File: config.mk
export PLATFORM = sky130hd
export DESIGN_NAME = issue_ctrl_flat
export DESIGN_NICKNAME = d
export VERILOG_FILES = /design/src/rtl/issue_ctrl_if.sv /design/src/rtl/issue_ctrl.sv /design/src/flat_wrapper.sv
export SDC_FILE = /design/constraint.sdc
export NUM_CORES = 1
export LEC_CHECK = 0
export CAP_MARGIN = 20
export CORE_AREA = 2 2 52 54
export CTS_CLUSTER_DIAMETER = 50
export CTS_CLUSTER_SIZE = 30
export DETAILED_ROUTE_END_ITERATION = 7
export DIE_AREA = 0 0 54 56
export HOLD_SLACK_MARGIN = 0.03
export PLACE_DENSITY = 0.79
export REMOVE_ABC_BUFFERS = 1
export SETUP_SLACK_MARGIN = 0.05
export SLEW_MARGIN = 10
export SYNTH_ARGS = -nofsm -noshare
export SYNTH_HDL_FRONTEND = slang
export SYNTH_SLANG_ARGS = --single-unit
File: constraint.sdc
create_clock -name clock -period 2.6 [get_ports clock]
set_clock_uncertainty 0.2 [all_clocks]
set_input_delay 0.39 -clock clock [delete_from_list [all_inputs] [get_ports clock]]
set_output_delay 0.39 -clock clock [all_outputs]
set_load 0.05 [all_outputs]
File: src/rtl/issue_ctrl_if.sv
// ============================================================================
// Module      : issue_ctrl_if
// Description : Decode-stage handshake between the fetch/decode datapath and
//               the issue controller: the presented instruction and the
//               enables/stall returned for it.
// Revision    : 1.0 - initial release
// ============================================================================
`default_nettype none

interface issue_ctrl_if;
  logic        insn_valid;
  logic [31:0] insn;
  logic        enable_fetch;
  logic        enable_decode;
  logic        stall;

  // Datapath side: presents the instruction, obeys the enables
  modport master (
    output insn_valid,
    output insn,
    input  enable_fetch,
    input  enable_decode,
    input  stall
  );

  // Controller side: inspects the instruction, drives the enables
  modport slave (
    input  insn_valid,
    input  insn,
    output enable_fetch,
    output enable_decode,
    output stall
  );
endinterface

`default_nettype wire

File: src/rtl/issue_ctrl.sv
// ============================================================================
// Module      : issue_ctrl
// Description : Issue/stall controller for the MIPS fetch and decode stages.
//               Holds issue on load-use hazards and on accesses to the
//               multi-cycle MULT/DIV unit (and HI/LO) while it is busy.
// Revision    : 1.0 - initial release
// ============================================================================
`default_nettype none

module issue_ctrl #(
  parameter int MULT_CYCLES = 4,
  parameter int DIV_CYCLES  = 32,
  parameter int CNT_W       = 6
) (
  input  logic         clock,
  input  logic         reset_n,
  input  logic         start,
  input  logic         stop,
  issue_ctrl_if.slave  dec,
  output logic         md_busy,
  output logic [1:0]   state_out
);

  localparam logic [1:0] ST_IDLE       = 2'd0;
  localparam logic [1:0] ST_RUN        = 2'd1;
  localparam logic [1:0] ST_LOAD_STALL = 2'd2;
  localparam logic [1:0] ST_MD_WAIT    = 2'd3;

  localparam logic [CNT_W-1:0] MULT_LOAD = CNT_W'(MULT_CYCLES);
  localparam logic [CNT_W-1:0] DIV_LOAD  = CNT_W'(DIV_CYCLES);
  localparam logic [CNT_W-1:0] CNT_ONE   = CNT_W'(1);

  logic [1:0]       state_q, state_d;
  logic [CNT_W-1:0] cnt_q, cnt_d;
  logic             last_load_valid_q, last_load_valid_d;
  logic [4:0]       last_load_rt_q, last_load_rt_d;

  logic [5:0] op, func;
  logic [4:0] rs, rt;
  logic       is_load, reads_rt, is_mult, is_div, is_md, is_hilo;
  logic       load_haz, md_haz, any_haz, issue;
  logic       en_fetch, en_decode, stall_o;
  logic       unused_insn_bits;

  // Immediate/shamt/rd bits play no part in hazard detection
  assign unused_insn_bits = ^dec.insn[15:6];

  // Decode the presented instruction and evaluate both hazards against it
  always_comb begin
    op       = dec.insn[31:26];
    rs       = dec.insn[25:21];
    rt       = dec.insn[20:16];
    func     = dec.insn[5:0];
    is_load  = (op == 6'b100011) || (op == 6'b100000) || (op == 6'b100100);
    reads_rt = (op == 6'b000000) || (op == 6'b101011) || (op == 6'b101000) ||
               (op == 6'b000100) || (op == 6'b000101);
    is_mult  = (op == 6'b000000) && ((func == 6'b011000) || (func == 6'b011001));
    is_div   = (op == 6'b000000) && ((func == 6'b011010) || (func == 6'b011011));
    is_md    = is_mult || is_div;
    is_hilo  = (op == 6'b000000) && ((func == 6'b010000) || (func == 6'b010010));
    md_busy  = (cnt_q != '0);
    load_haz = dec.insn_valid && last_load_valid_q &&
               ((rs == last_load_rt_q) || (reads_rt && (rt == last_load_rt_q)));
    md_haz   = dec.insn_valid && md_busy && (is_md || is_hilo);
    any_haz  = load_haz || md_haz;
  end

  // State register
  always_ff @(posedge clock or negedge reset_n) begin
    if (!reset_n) begin
      state_q <= ST_IDLE;
    end else begin
      state_q <= state_d;
    end
  end

  // Next-state logic; stop overrides everything, md hazard beats load hazard
  always_comb begin
    state_d = state_q;
    if (stop) begin
      state_d = ST_IDLE;
    end else begin
      case (state_q)
        ST_IDLE:       if (start) state_d = ST_RUN;
        ST_RUN: begin
          if (md_haz)        state_d = ST_MD_WAIT;
          else if (load_haz) state_d = ST_LOAD_STALL;
        end
        ST_LOAD_STALL: state_d = ST_RUN;
        ST_MD_WAIT:    if (cnt_q == '0) state_d = ST_RUN;
        default:       state_d = ST_IDLE;
      endcase
    end
  end

  // Output logic: only RUN may issue; other states hold a valid insn as stalled
  always_comb begin
    en_fetch  = 1'b0;
    en_decode = 1'b0;
    stall_o   = 1'b0;
    if (state_q == ST_RUN) begin
      en_fetch  = !any_haz;
      en_decode = !any_haz;
      stall_o   = any_haz;
    end else begin
      stall_o   = dec.insn_valid;
    end
  end

  assign dec.enable_fetch  = en_fetch;
  assign dec.enable_decode = en_decode;
  assign dec.stall         = stall_o;
  assign state_out         = state_q;
  assign issue             = en_decode && dec.insn_valid;

  // Next values for load tracking and the mult/div busy counter
  always_comb begin
    last_load_valid_d = issue && is_load && (rt != 5'd0) && !stop;
    last_load_rt_d    = issue ? rt : last_load_rt_q;
    if (issue && is_mult) begin
      cnt_d = MULT_LOAD;
    end else if (issue && is_div) begin
      cnt_d = DIV_LOAD;
    end else if (cnt_q != '0) begin
      cnt_d = cnt_q - CNT_ONE;
    end else begin
      cnt_d = cnt_q;
    end
  end

  // Tracking registers; the counter keeps draining regardless of state
  always_ff @(posedge clock or negedge reset_n) begin
    if (!reset_n) begin
      cnt_q             <= '0;
      last_load_valid_q <= 1'b0;
      last_load_rt_q    <= 5'd0;
    end else begin
      cnt_q             <= cnt_d;
      last_load_valid_q <= last_load_valid_d;
      last_load_rt_q    <= last_load_rt_d;
    end
  end

endmodule

`default_nettype wire
File: src/flat_wrapper.sv
// flat-port wrapper written by rule: the top's interface ports become plain ports
module issue_ctrl_flat 
#(
  parameter int MULT_CYCLES = 4,
  parameter int DIV_CYCLES  = 32,
  parameter int CNT_W       = 6
)
  (clock, reset_n, start, stop, md_busy, state_out, dec_insn_valid, dec_insn, dec_enable_fetch, dec_enable_decode, dec_stall);
  issue_ctrl_if dec_i ();
  input  logic clock;
  input  logic reset_n;
  input  logic start;
  input  logic stop;
  output logic md_busy;
  output logic [1:0] state_out;
  input wire logic [$bits(dec_i.insn_valid)-1:0] dec_insn_valid;
  input wire logic [$bits(dec_i.insn)-1:0] dec_insn;
  output wire logic [$bits(dec_i.enable_fetch)-1:0] dec_enable_fetch;
  output wire logic [$bits(dec_i.enable_decode)-1:0] dec_enable_decode;
  output wire logic [$bits(dec_i.stall)-1:0] dec_stall;
  assign dec_i.insn_valid = dec_insn_valid;
  assign dec_i.insn = dec_insn;
  assign dec_enable_fetch = dec_i.enable_fetch;
  assign dec_enable_decode = dec_i.enable_decode;
  assign dec_stall = dec_i.stall;
  issue_ctrl #(.MULT_CYCLES(MULT_CYCLES), .DIV_CYCLES(DIV_CYCLES), .CNT_W(CNT_W)) u_core (.clock(clock), .reset_n(reset_n), .start(start), .stop(stop), .dec(dec_i), .md_busy(md_busy), .state_out(state_out));
endmodule
==> qor.yml <==
dp_slack_ns: -0.154
yosysTopAreaCell: "dfrtp_1"
cp-end-kind: "output port"
h-tree-depth: 1
drc: 0
dp_hpwl_mm: 1.92
ys_seq_elements: 14
crit_type: "reg -> out"
p_leak_nw: 0.682
required_ns: 2.01
start_kind: "register"
grt_max_degree: 15
numCtsBuffers: 3
clockBufferDepth: 2
die_x_um: 54
status: "finished clean"
insertion_delay_ns: 0.28
path_cells: "or3_4 > nor3b_4 > inv_4 > nand3_2 > and3_4 > o21a_1 > buf_6"
cpPeakStageDelay_ns: 0.42
drv_slew: 0
first_iter_violations: 12
synth_edf_count: 0
seq_area_frac_synth_pct: 37.1
path_clk_slew_ns: 0.08
fin_crit_sh_pct: 99.5
io_buffers: 32
synth-compound-area-share_pct: 9.54
vias: 893
nets: 188
syn_area_sq_um: 945
finalHoldViolCount: 0
ant_nets: 0
synth.top_cell.area_share_pct: 37.1
drt-total-wl_mm: 2.45
tightest_slew_ns: 0.642
cts-root-buf: "clkbuf_4"
slowest_stage: "or3_4"
reg2reg_depth: 7
globalplace.congestion: 0.728
avgSynthCellArea_sq_um: 10.4
cp_top_family: "simple AND/OR/NAND/NOR gates"
setup_viol: 0
synth_ff_type: "dfrtp_1"
path_depth: 7
avgViaCountPerCell: 5.05
num_rows: 18
p_per_area_mw_per_mm2: 612
min_period_ns: 2.59
syn_to_final_growth_pct: 59.2
ys_top_cells_by_area: "dfrtp_1 (37%), mux2_4 (7.9%), xnor2_1 (7.4%)"
async_reset_ff_share_pct: 100
grt_overflow: 0
total_power_uw: 921
grt_use_total_pct: 18.2
coreArea_sq_mm: 0.00243
drive_gt1_share_pct: 30.6
ff2ff_setup_slack_ns: 0.15
vdd_drop_max_mv: 0.385
synth_mux_area_share_pct: 7.95
synth_simple_gate_area_share_pct: 25.0
start_util_pct: 38.8
cap_violations: 0
fin_ws_ns: 0.0142
arrival_ns: 2.00
grt_pass1_wl_mm: 4.11
wire_per_inst_um: 13.8
timing.rr.end: "u_core.last_load_rt_q[4]"
num_io_pins: 43
cts.sinks: 14
critPathMaxFanout: 3
diodes: 0
fp.dieH_um: 56
yosys.area_share.adder_pct: 2.65
fillerInstances: 217
rsz0062_at_grt: "yes"
hold_slack_ns: 0.299
synth_top_family_by_area: "simple AND/OR/NAND/NOR gates"
hold_class: "in -> async"
timing.fmax_ghz: 0.387
synthXorXnorAreaFrac_pct: 13.9
max_slew_margin_pct: 57.1
tritoncts: "done"
yosysWarnings: 0
netlist_instances: 91
first_global_vias: 962
holdBufCountCts: 0
synthDistinctLibCells: 38
first_pass_iters: 4
path_buf_inv: 2
rr_startpoint: "u_core.cnt_q[2]"
grt_antenna_before_repair: 0
die_area_sq_mm: 0.00302
==> worst reg2reg max path: cells and delay by family (launching register included) <==
kind	cells	cell delay [ns]
buffers and inverters	2	0.17
DFF	1	0.39
muxes	1	0.35
and+or+nand+nor	4	1.24
==> stage by stage <==
stage	area, sq um	util (%)	cells	setup TNS (ns)
CTS	1460	60.0	173	0
floorplan	926	-	89	-0.610
global placement	1380	56.9	164	-0.621
detailed placement	1380	56.9	164	-0.669
global route	1500	61.8	177	-0.207
finish	1500	61.8	177	0
==> cells in the mapped netlist (all sizes together), types with 2 or more instances <==
cell and n:
inv 4, a31oi 2, ha 2, dfrtp 14, and4 2, nand3b 2
buf 2, nor2b 2, xnor2 8, mux2 5, nor2 8, xor2 7
nor3 2, and3 2, a21oi 2, nand2 4, nand3 3, nor4 3
==> state kept, by name, indices dropped and copies added, names as in the netlist <==
name                      flops
u_core.state_out              2
u_core.cnt_q                  6
u_core.last_load_rt_q         5
u_core.last_load_valid_q      1
==> cell type report <==
class                      instances  area, sq um  area share, %
clock buffer                       3         22.5           1.50
inverter                           4         17.5           1.16
multi-input combinational         71          577           38.4
sequential                        14          350           23.3
tap                               30         37.5           2.50
timing repair buffer              55          499           33.2
==> layer usage <==
metal	GRT usage (%)	wire, um
met5	0	0
met4	7.86	62
met3	2.15	83
met2	31.9	1300
met1	21.4	1010
==> cell families (layout without fill, tap and decap cells) <==
family / count (synthesis) / count (layout)
muxes: 5 / 5
DFF: 14 / 14
adders and majority gates: 2 / 2
and+or+nand+nor: 37 / 37
xor gates and xnor gates: 15 / 15
AOI/OAI and AO/OA: 12 / 12
buffers and inverters: 6 / 62
==> layout by cell type, fill, tap and decap left out, types with 2 or more instances in the layout <==
cell type / n
and4_1: 2
nor2_2: 2
ha_1: 2
buf_6: 2
nor4_1: 2
dfrtp_1: 14
clkbuf_4: 3
dlymetal6s2s_1: 2
nor2_1: 6
clkdlybuf4s50_1: 19
xnor2_1: 8
nor2b_1: 2
nand3_1: 2
nor3_1: 2
nand3b_1: 2
mux2_4: 5
buf_4: 24
inv_1: 3
xor2_1: 7
dlygate4sd2_1: 7
a31oi_1: 2
nand2_1: 4
==> how the worst max path moves through the flow <==
stage	endpoint	from	slack [ns]
final	dec_enable_fetch	u_core.cnt_q[2]	0.01
after detailed placement	dec_stall	dec_insn[29]	-0.15
after global routing	dec_enable_fetch	u_core.cnt_q[2]	-0.09
after global placement	dec_stall	dec_insn[23]	-0.16
after CTS	dec_enable_fetch	u_core.cnt_q[2]	0.003
after floorplan	dec_enable_decode	u_core.cnt_q[2]	-0.29
==> power by group <==
part / total (mW) / switching, mW / internal, mW
registers: 0.339 / 0.0535 / 0.285
clock network: 0.122 / 0.0681 / 0.0538
logic: 0.460 / 0.203 / 0.257
total: 0.921 / 0.325 / 0.596
==> repair_timing <==
action | CTS | global route
endpoints found under the hold margin | 0 | 0
gates resized for setup | 12 | 5
pin swaps | 10 | 6
endpoints found under the setup margin | 3 | 3
buffers inserted | 6 | 4
(Power assumes the default switching activity.)
==> patch (same flow settings) <==
`CNT_W` is set to 6 in 2 places; all go to 5.
--- a/src/rtl/issue_ctrl.sv
+++ b/src/rtl/issue_ctrl.sv
@@ -12,3 +12,3 @@
   parameter int DIV_CYCLES  = 32,
-  parameter int CNT_W       = 6
+  parameter int CNT_W       = 5
 ) (
--- a/src/flat_wrapper.sv
+++ b/src/flat_wrapper.sv
@@ -5,3 +5,3 @@
   parameter int DIV_CYCLES  = 32,
-  parameter int CNT_W       = 6
+  parameter int CNT_W       = 5
 )
Function: changed (a bounded check fails within 4 cycles, from zero or initial values and one cycle with reset_n low).
==> patch against the original RTL <==
  * Via count is 7.3% lower
  * Design area is 0.25% higher
  * Synthesized area is 5.3% lower
  * Setup slack better by 0.077 ns
  * First-iteration DRC count is 67% lower
  * Total power is 7.7% lower
  * Hold slack worse by 0.043 ns
  * Sequential cell count is 1 lower
  * Count of clock-buffer cells in the layout is 1 higher
  * Synthesized cell count is 7.7% lower
  * Wire length is 3.1% lower
  * Critical endpoint is now dec_stall
  * Combinational power is 12% lower
  * Largest cell class unchanged
==> patch: results (changes against the original RTL) <==
- The number of non-filler instances in the completed layout is 166 (-6.2%).
- The net load switching power is 0.3099 mW (-4.5%).
- The area share of xor/xnor cells in the synthesized design is 0.1273 (-0.01180).
- The fraction of the mapped netlist area in adder cells is 0.01399 (-0.01250).
- The final estimated routing congestion in global placement is 0.8554 (+17%).
- The met1 track demand over resource is 0.2056 (-0.008051).
- The global routing met3 resource utilization was 0.03495 (+0.01344).
- The area share of the largest cell type after synthesis came to 0.3636 (-0.007225).
- The detailed-placement wirelength estimate came to 1783 microns (-7.2%).
- The mux cell area share after synthesis was 0.08392 (+0.004446).
- The met3 layer wire length in the routed design was 75 microns (-9.6%).
- The post-CTS setup buffer count was 3 (-3).
- In the synthesized netlist, the cells that appear most often are dfrtp_1 (13), nor2_1 (10), xnor2_1 (8).
- The minimum setup slack among reg-to-reg paths is 0.29 ns (+0.14 ns).
- The met2 track utilization from global routing is 0.2962 (-0.02265).
- The leakage component of the power is 0.7388 nW (+8.4%).
- The average wire per cell in the routed design is 14.30 microns (+3.3%).
- The run finished with clean final reports.
- Yosys attributes the largest share of cell area to dfrtp_1 (36%), mux2_4 (8.4%), xnor2_1 (7.8%), xor2_1 (4.9%), nor2_1 (4.2%).
- The via count of the first global-routing pass is 871 (-9.5%).
- The beginning of the critical path is u_core.last_load_rt_q[3].
- The number of placed instances, taps included is 157 (-4.3%).
- The worst min-delay path class is input pin to flop.
- The total global-route track usage came to 0.1747 (-0.007314).
- The portion of total power attributed to sequential cells is 0.375 (+0.007).
patch: cell count changes after synthesis, sizes merged, moves of 2 or more:
| cell | delta |
|---|---|
| inv | +2 |
| and4 | -2 |
| nor2 | +2 |
| xor2 | -2 |
| a21boi | +2 |
| nor4b | +2 |
| nand2 | -2 |
| nand3 | -3 |
patch: how the worst max path moves through the flow:
| stage | endpoint | cells past startpoint | slack [ns] |
|---|---|---|---|
| final | dec_stall | 7 | 0.09 |
| after global routing | dec_stall | 7 | 0.008 |
| after CTS | dec_enable_decode | 7 | -0.005 |
| after detailed placement | dec_stall | 7 | -0.12 |
| after global placement | dec_stall | 7 | -0.10 |
| after floorplan | dec_stall | 5 | -0.31 |
patch: layout make-up:
class | count | share of cell area
inverter | 6 | 0.01494
timing repair buffer | 50 | 0.3361
clock buffer | 4 | 0.01743
tap | 30 | 0.02490
multi-input combinational | 63 | 0.3909
sequential | 13 | 0.2158
